**src/rtl/bundle_fifo.sv**
```systemverilog
// bundle_fifo: small valid/ready FIFO with optional empty-queue bypass.
// Define BUNDLE_FIFO_ASSERT_EN to compile the simulation-only protocol checks.
module bundle_fifo #(
  parameter int unsigned DATA_W    = 32,
  parameter int unsigned DEPTH     = 2,
  parameter bit          BYPASS_EN = 1'b1,
  localparam int unsigned CNT_W    = $clog2(DEPTH + 1),
  localparam int unsigned PTR_W    = (DEPTH > 1) ? $clog2(DEPTH) : 1
) (
  input  logic              clk,
  input  logic              rst,
  input  logic              flush_i,
  input  logic              enq_valid_i,
  output logic              enq_ready_o,
  input  logic [DATA_W-1:0] enq_data_i,
  output logic              deq_valid_o,
  input  logic              deq_ready_i,
  output logic [DATA_W-1:0] deq_data_o,
  output logic [CNT_W-1:0]  count_o,
  output logic              full_o,
  output logic              empty_o
);

  logic [DATA_W-1:0] mem_q [DEPTH];
  logic [PTR_W-1:0]  head_q, head_d;
  logic [PTR_W-1:0]  tail_q, tail_d;
  logic [CNT_W-1:0]  count_q, count_d;

  logic enq_fire;
  logic deq_fire;
  logic bypass;
  logic wr_en;
  logic rd_en;

  function automatic logic [PTR_W-1:0] ptr_inc(input logic [PTR_W-1:0] p);
    ptr_inc = (p == PTR_W'(DEPTH - 1)) ? '0 : p + PTR_W'(1);
  endfunction

  assign full_o  = (count_q == CNT_W'(DEPTH));
  assign empty_o = (count_q == '0);
  assign count_o = count_q;

  assign enq_ready_o = !full_o && !flush_i;

  always_comb begin
    deq_valid_o = 1'b0;
    deq_data_o  = '0;
    if (!empty_o) begin
      deq_valid_o = !flush_i;
      deq_data_o  = mem_q[head_q];
    end else if (BYPASS_EN) begin
      deq_valid_o = enq_valid_i && !flush_i;
      deq_data_o  = enq_data_i;
    end
  end

  assign enq_fire = enq_valid_i && enq_ready_o;
  assign deq_fire = deq_valid_o && deq_ready_i;

  // An empty queue that hands the offer straight through stores nothing.
  assign bypass = BYPASS_EN && empty_o && deq_fire;
  assign wr_en  = enq_fire && !bypass;
  assign rd_en  = deq_fire && !empty_o;

  always_comb begin
    head_d  = head_q;
    tail_d  = tail_q;
    count_d = count_q;
    if (flush_i) begin
      head_d  = '0;
      tail_d  = '0;
      count_d = '0;
    end else begin
      if (wr_en) tail_d = ptr_inc(tail_q);
      if (rd_en) head_d = ptr_inc(head_q);
      unique case ({wr_en, rd_en})
        2'b10:   count_d = count_q + CNT_W'(1);
        2'b01:   count_d = count_q - CNT_W'(1);
        default: count_d = count_q;
      endcase
    end
  end

  always_ff @(posedge clk) begin
    if (rst) begin
      head_q  <= '0;
      tail_q  <= '0;
      count_q <= '0;
    end else begin
      head_q  <= head_d;
      tail_q  <= tail_d;
      count_q <= count_d;
    end
  end

  // Storage is never cleared; only the pointers and count define validity.
  always_ff @(posedge clk) begin
    if (!rst && !flush_i && wr_en) mem_q[tail_q] <= enq_data_i;
  end

`ifdef BUNDLE_FIFO_ASSERT_EN
  always_ff @(posedge clk) begin
    if (!rst) begin
      assert (!(enq_fire && full_o))
        else $error("bundle_fifo: enqueue while full");
      assert (!(deq_ready_i && deq_fire && !deq_valid_o))
        else $error("bundle_fifo: dequeue fire without valid");
      assert (32'(count_q) <= DEPTH)
        else $error("bundle_fifo: count exceeds depth");
    end
  end
`else
`endif

endmodule

```
**config.mk**
```make
export PLATFORM = sky130hd
export DESIGN_NAME = bundle_fifo
export DESIGN_NICKNAME = d
export VERILOG_FILES = /design/src/rtl/bundle_fifo.sv
export SDC_FILE = /design/constraint.sdc
export NUM_CORES = 1
export LEC_CHECK = 0
export ABC_AREA = 1
export CAP_MARGIN = 15
export CORE_AREA = 2 2 88 73
export CTS_CLUSTER_SIZE = 16
export DETAILED_ROUTE_END_ITERATION = 8
export DIE_AREA = 0 0 90 75
export PLACE_DENSITY_LB_ADDON = 0.05
export SLEW_MARGIN = 0
export SYNTH_ARGS = -nofsm -noshare
export SYNTH_HDL_FRONTEND = slang
export SYNTH_SLANG_ARGS = --single-unit
```
**constraint.sdc**
```tcl
create_clock -name clk -period 8.37 [get_ports clk]
set_input_delay 2.511 -clock clk [delete_from_list [all_inputs] [get_ports clk]]
set_output_delay 2.511 -clock clk [all_outputs]
set_load 0.1 [all_outputs]
```
==> run summary <==
post-cts resize count: 0
vias in the first global route: 1918
Fin Setup TNS: 0 ps
Max VDD drop: 0.126 mV
area grow syn2layout: 31.7%
crit share post-route: 82.4%
largest area contributor in the netlist: edfxtp_1
PD cells: 205 nW/µm²
fillers: 452
min-delay worst type: reg2reg
CP most frequent cell: clkdlybuf4s50_1
largest family of logic cells by synthesized area: simple AND/OR/NAND/NOR gates
Setup-failing EPs final: 0
post-synthesis mux area share: 0%
CTS clk-pin slew, worst paths: 60 ps
Nets: 398
final WL: 5.59 mm
Clk pwr share: 31.1%
fin crit period: 6900 ps
via count: 2080
layout cell share with drive strength beyond 1: 5.75%
fmax: 145 MHz
Synth Warn #: 0
cell with the most instances after synthesis: nand2_1
Syn Nets: 325
Congestion Overflow GR: 0
Final Hold Viols: 0
net switching power: 0.250 mW
Sw Share: 30.8%
CP arrival: 4390 ps
Syn Area/Cell: 10.5 µm²
Cell variety after synth: 21
Hold-fix buffers, CTS: 0
clock tree buffer depth: 2
Slew Limit Fails: 0
simple-gate share of the synthesized area: 12.0%
DRC viols: 0
worst path required time: 5860 ps
combinational share of power: 21.8%
number of DRC markers in iteration 0: 102
WL/cell: 12.5 µm
Antenna diodes: 0
synthesized area: 3000 µm²
vias per inst: 4.66
flop and latch count out of synthesis: 69
Post-synth top cells: nand2_1 (74), edfxtp_1 (64), o21ai_0 (61)
max_slew headroom: 33.5%
Mapped Cells: 287
H-tree depth: 3
EDFF count, synth: 64
RSZ-0062 raised after global routing: no
Worst-Skew Late Latency: 340 ps
Detailed Place HPWL: 3.53 mm
Port Buf Inserts: 74
critical path class: in2out
Leakage: 1.53 nW
Initial Util: 51.6%
worst slew pin tran: 994 ps
run status: finished clean
RD Place Congestion: 0.716
initial antenna violation count: 0
Die Span Y: 75 µm
Critical-path top delay cell: clkdlybuf4s50_1
post-route ant nets: 0
worst hold start: head_q
FP Rows: 25
crit path launch: enq_data_i[0]
Clock Skew: 7.00 ps
Worst setup EP type: primary output
area of the die: 6750 µm²
pin count of the biggest net entering global routing: 68
first-pass GRT wire length: 8.96 mm
io pins: 75
CTS tree: yes
Area after DPL: 3770 µm²
core area: 5820 µm²
Max stage delay on crit path: 1170 ps
Num CTS Buffers: 9
crit-path max FO: 3
Flop pwr share: 47.1%
crit-path cells: clkdlybuf4s50_1, nand2_1, o21ai_0, clkdlybuf4s50_1
clk root buf: clkbuf_8
Post-CTS Setup Repair Bufs: 0
final core occ: 68.0%
global router's overall resource usage: 17.5%
iteration count of the initial detailed-routing pass: 4
XOR/XNOR Fraction of Synth Area: 0%
post-synthesis compound-gate area fraction: 11.4%
startpoint types: input port
Design Area, Final: 3960 µm²
die width: 90 µm
Synth Area in Adders: 0.416%
share of the synthesized area in the top cell type: 64.0%
CTS Sinks: 69
dominant cells by area after synthesis: edfxtp_1 (64%), o21ai_0 (10%), nand2_1 (9.2%)
Pint: 0.561 mW
Main synth FF type: edfxtp_1
Async SR Flop Fraction: 0%
FF-to-FF Start: count_o[1]
Seq/Total Area, Yosys: 67.3%
Max Cap Viol: 0
[per-layer routing]
layer	part of all wire, %	vias up	GRT usage, %
met5	0	-	0
met2	47	65	29.2
met3	6.1	2	7.81
met4	0.27	0	4.10
met1	47	915	21.4
li1	-	1098	-
[layout make-up]
| type | count | area, µm² | area share (%) |
|---|---|---|---|
| Clock buffer | 11 | 131 | 3.32 |
| Sequential cell | 69 | 2020 | 51.1 |
| Clock inverter | 5 | 51.3 | 1.30 |
| Multi-Input combinational cell | 158 | 722 | 18.2 |
| Inverter | 46 | 173 | 4.36 |
| Timing Repair Buffer | 76 | 756 | 19.1 |
| Tap cell | 81 | 101 | 2.56 |
[cell families (layout without fill, tap and decap cells)]
| kind of cell | after synthesis | in the layout |
|---|---|---|
| DFF | 69 | 69 |
| adders and majority gates | 1 | 1 |
| AOI/OAI and AO/OA | 68 | 68 |
| buffers and inverters | 60 | 138 |
| and+or+nand+nor | 89 | 89 |
[path summary, 6_finish.rpt]
check	endpoint	slack (ps)	depth (start not counted)
max	deq_data_o[0]	1470	4
min	flip-flop	530	3
max reg2reg	mem_q[0][25]	5980	6
min reg2reg	flip-flop	530	3
[power groups by stage]
stage / clock [mW] / sequential, mW / combinational [mW]
after CTS: 0.257 / 0.382 / 0.177
after global placement: 0 / 0.389 / 0.175
after detailed placement: 0 / 0.390 / 0.177
after floorplan: 0 / 0.391 / 0.124
final: 0.253 / 0.382 / 0.176
after global routing: 0.271 / 0.382 / 0.183
[flip-flops by register name, indices dropped and copies added (netlist names), named ones only]
register / flops
mem_q: 64
count_o: 2
head_q: 1
tail_q: 1
[per-stage QoR]
step / hold slack (ps) / setup slack (ps) / instances / power (mW)
after floorplan: 490 / 1820 / 287 / 0.515
after global placement: 506 / 1480 / 430 / 0.565
after detailed placement: 518 / 1480 / 430 / 0.566
after CTS: 534 / 1470 / 446 / 0.816
after global routing: 577 / 1370 / 446 / 0.837
final: 527 / 1470 / 446 / 0.811
[critical path, delay by kind of cell]
kind	cells	cell delay, ps
AOI/OAI and AO/OA	1	110
and+or+nand+nor	1	70
buffers and inverters	2	1700
[cells in the final DEF (no fill, tap or decap), types with 2 or more instances in the layout]
master,netlist,routed
a21oi_1,2,2
buf_4,1,2
clkbuf_1,2,2
clkbuf_8,0,9
clkdlybuf4s50_1,0,74
clkinv_2,0,2
dfxtp_1,5,4
edfxtp_1,64,64
inv_1,46,46
nand2_1,74,74
nand3_1,2,2
nor2_1,8,7
nor2_4,1,2
o21ai_0,61,61
o21ai_1,4,4
(Power assumes the default switching activity.)
==> variant (same settings) <==
Change the parameter `BYPASS_EN` from 1'b1 to 1'b0.
--- a/src/rtl/bundle_fifo.sv
+++ b/src/rtl/bundle_fifo.sv
@@ -3,7 +3,7 @@
 module bundle_fifo #(
   parameter int unsigned DATA_W    = 32,
   parameter int unsigned DEPTH     = 2,
-  parameter bit          BYPASS_EN = 1'b1,
+  parameter bit          BYPASS_EN = 1'b0,
   localparam int unsigned CNT_W    = $clog2(DEPTH + 1),
   localparam int unsigned PTR_W    = (DEPTH > 1) ? $clog2(DEPTH) : 1
 ) (
Function: changed (a bounded check fails within 4 cycles, from zero or initial values).
==> variant against the original RTL <==
Worst setup slack better by 0.10 ns; area after synthesis is 6.4% lower; power is 5.9% lower; critical path type unchanged; core utilization is 2.2 points lower; highest routed layer unchanged; wire length is 8.8% lower; sequential share of layout area is 1.7 points higher; count of clock-buffer cells in the layout is 2 lower; first-iteration DRC count is 14% lower; hold slack better by 0.0034 ns; largest power group unchanged; sequential cell count stayed put; clock skew is 0.0015 ns higher; critical path depth is 1 lower; cell area is 3.2% lower; combinational power is 49% lower.
==> variant: results (changes against the original RTL) <==
| Metric | Value |
|---|---|
| Vias in the first global route | `1722 (-10%)` |
| NumNets Final | `333 (-16%)` |
| Run status | `finished, final reports clean` |
| Hpwl dp | `3270 µm (-7.3%)` |
| Largest net degree at the start of global routing | `35 (-49%)` |
| EDFF count, synth | `64 (unchanged)` |
| Share of cells above drive strength 1 | `19.3% (+14 points)` |
| Sequential area share after synthesis | `71.9% (+4.6 points)` |
| Leak pwr | `1.31 nW (-15%)` |
| Finished Layout Cells | `381 (-15%)` |
| WP data arrival | `4.28 ns (-0.11 ns)` |
| Multi-input gate area | `679 µm² (-5.9%)` |
| Peak supply drop | `147 µV (+17%)` |
| GRT Total Usage | `15.7% (-1.8 points)` |
| # placed instances | `365 (-15%)` |
| Synthesized Nets | `256 (-21%)` |
| Yosys cell types | `20 (-4.8%)` |
| CP max stage delay | `1.13 ns (-0.04 ns)` |
| Post-synth top cells | `nand2_1 (72), edfxtp_1 (64), a21oi_2 (28)` |
| Syn_area_per_cell | `12.9 µm² (+23%)` |
| Fill cell count | `445 (-1.5%)` |
| CTS Buf Count | `9 (unchanged)` |
| WL per Instance | `13.4 µm (+6.7%)` |
| DRT Pass-1 Iters | `4 (unchanged)` |
| Post-DR vias/cell | `4.73 (+1.4%)` |
| Gpl congestion | `0.686 (-4.3%)` |
| First-pass GRT wire length | `7760 µm (-13%)` |
| Antenna diode count | `0 (unchanged)` |
| Top_reg_cell synth | `edfxtp_1` |
| Crit Path Max Fanout | `5 (+2)` |
| Drt first-iter violations | `88 (-14%)` |
| Initial antenna violation count | `0 (unchanged)` |
| Dpl ws | `1.56 ns (+0.0890 ns)` |
| DP Area | `3610 µm² (-4.4%)` |
| NetSw | `183 µW (-27%)` |
| Slew @ Worst Pin | `0.995 ns (+0.000584 ns)` |
| Final setup skew | `0.00854 ns (+0.00153 ns)` |
| Synth area leaders | `edfxtp_1 (68%), nand2_1 (9.6%), a21oi_2 (8.7%)` |
-- variant: cell count changes in the layout (fill, tap and decap cells not counted), moves of 4 or more --
cell and change:
a21oi_2 +28, inv_1 -39, inv_2 +5, o21ai_0 -61, o21ai_1 -4
-- variant: power groups by stage --
stage          sequential, mW  combinational, mW  clock, mW
2_1_floorplan           0.394             0.0553          0
3_3_place_gp            0.392             0.0886          0
3_5_place_dp            0.393             0.0892          0
4_1_cts                 0.385             0.0896      0.298
5_1_grt                 0.385             0.0933      0.315
6_report                0.385             0.0889      0.289
-- variant: per-layer routing --
metal / GRT usage, % / vias to the layer above / routed length (µm)
met1: 17.3 / 840 / 2130
li1: - / 905 / -
met5: 0 / - / 0
met2: 28.4 / 55 / 2620
met3: 7.31 / 2 / 332
met4: 3.59 / 0 / 11
-- variant: worst paths after layout --
kind         startpoint           end  slack (ns)  depth (start not counted)
max             flush_i   enq_ready_o        1.57                          3
min              head_q     flip-flop        0.53                          4
max reg2reg  count_o[0]  mem_q[1][19]        6.50                          4
min reg2reg      head_q     flip-flop        0.53                          4
-- variant: cells by family (layout without fill, tap and decap cells) --
kind of cell / after synthesis / after routing / share of synthesized area [%]
AOI/OAI and AO/OA: 32 / 32 / 9.44
xor gates and xnor gates: 1 / 1 / 0.312
adders and majority gates: 1 / 1 / 0.445
buffers and inverters: 23 / 105 / 4.36
DFF: 69 / 69 / 71.9
and+or+nand+nor: 92 / 92 / 13.5
-- variant: layout make-up --
| class | count | area share, % |
|---|---|---|
| flip-flops and latches | 69 | 52.8 |
| well taps | 81 | 2.65 |
| clock inverters | 7 | 2.55 |
| inverters | 13 | 1.34 |
| repair buffers | 76 | 19.7 |
| clock buffers | 9 | 3.23 |
| multi-input cells | 126 | 17.7 |
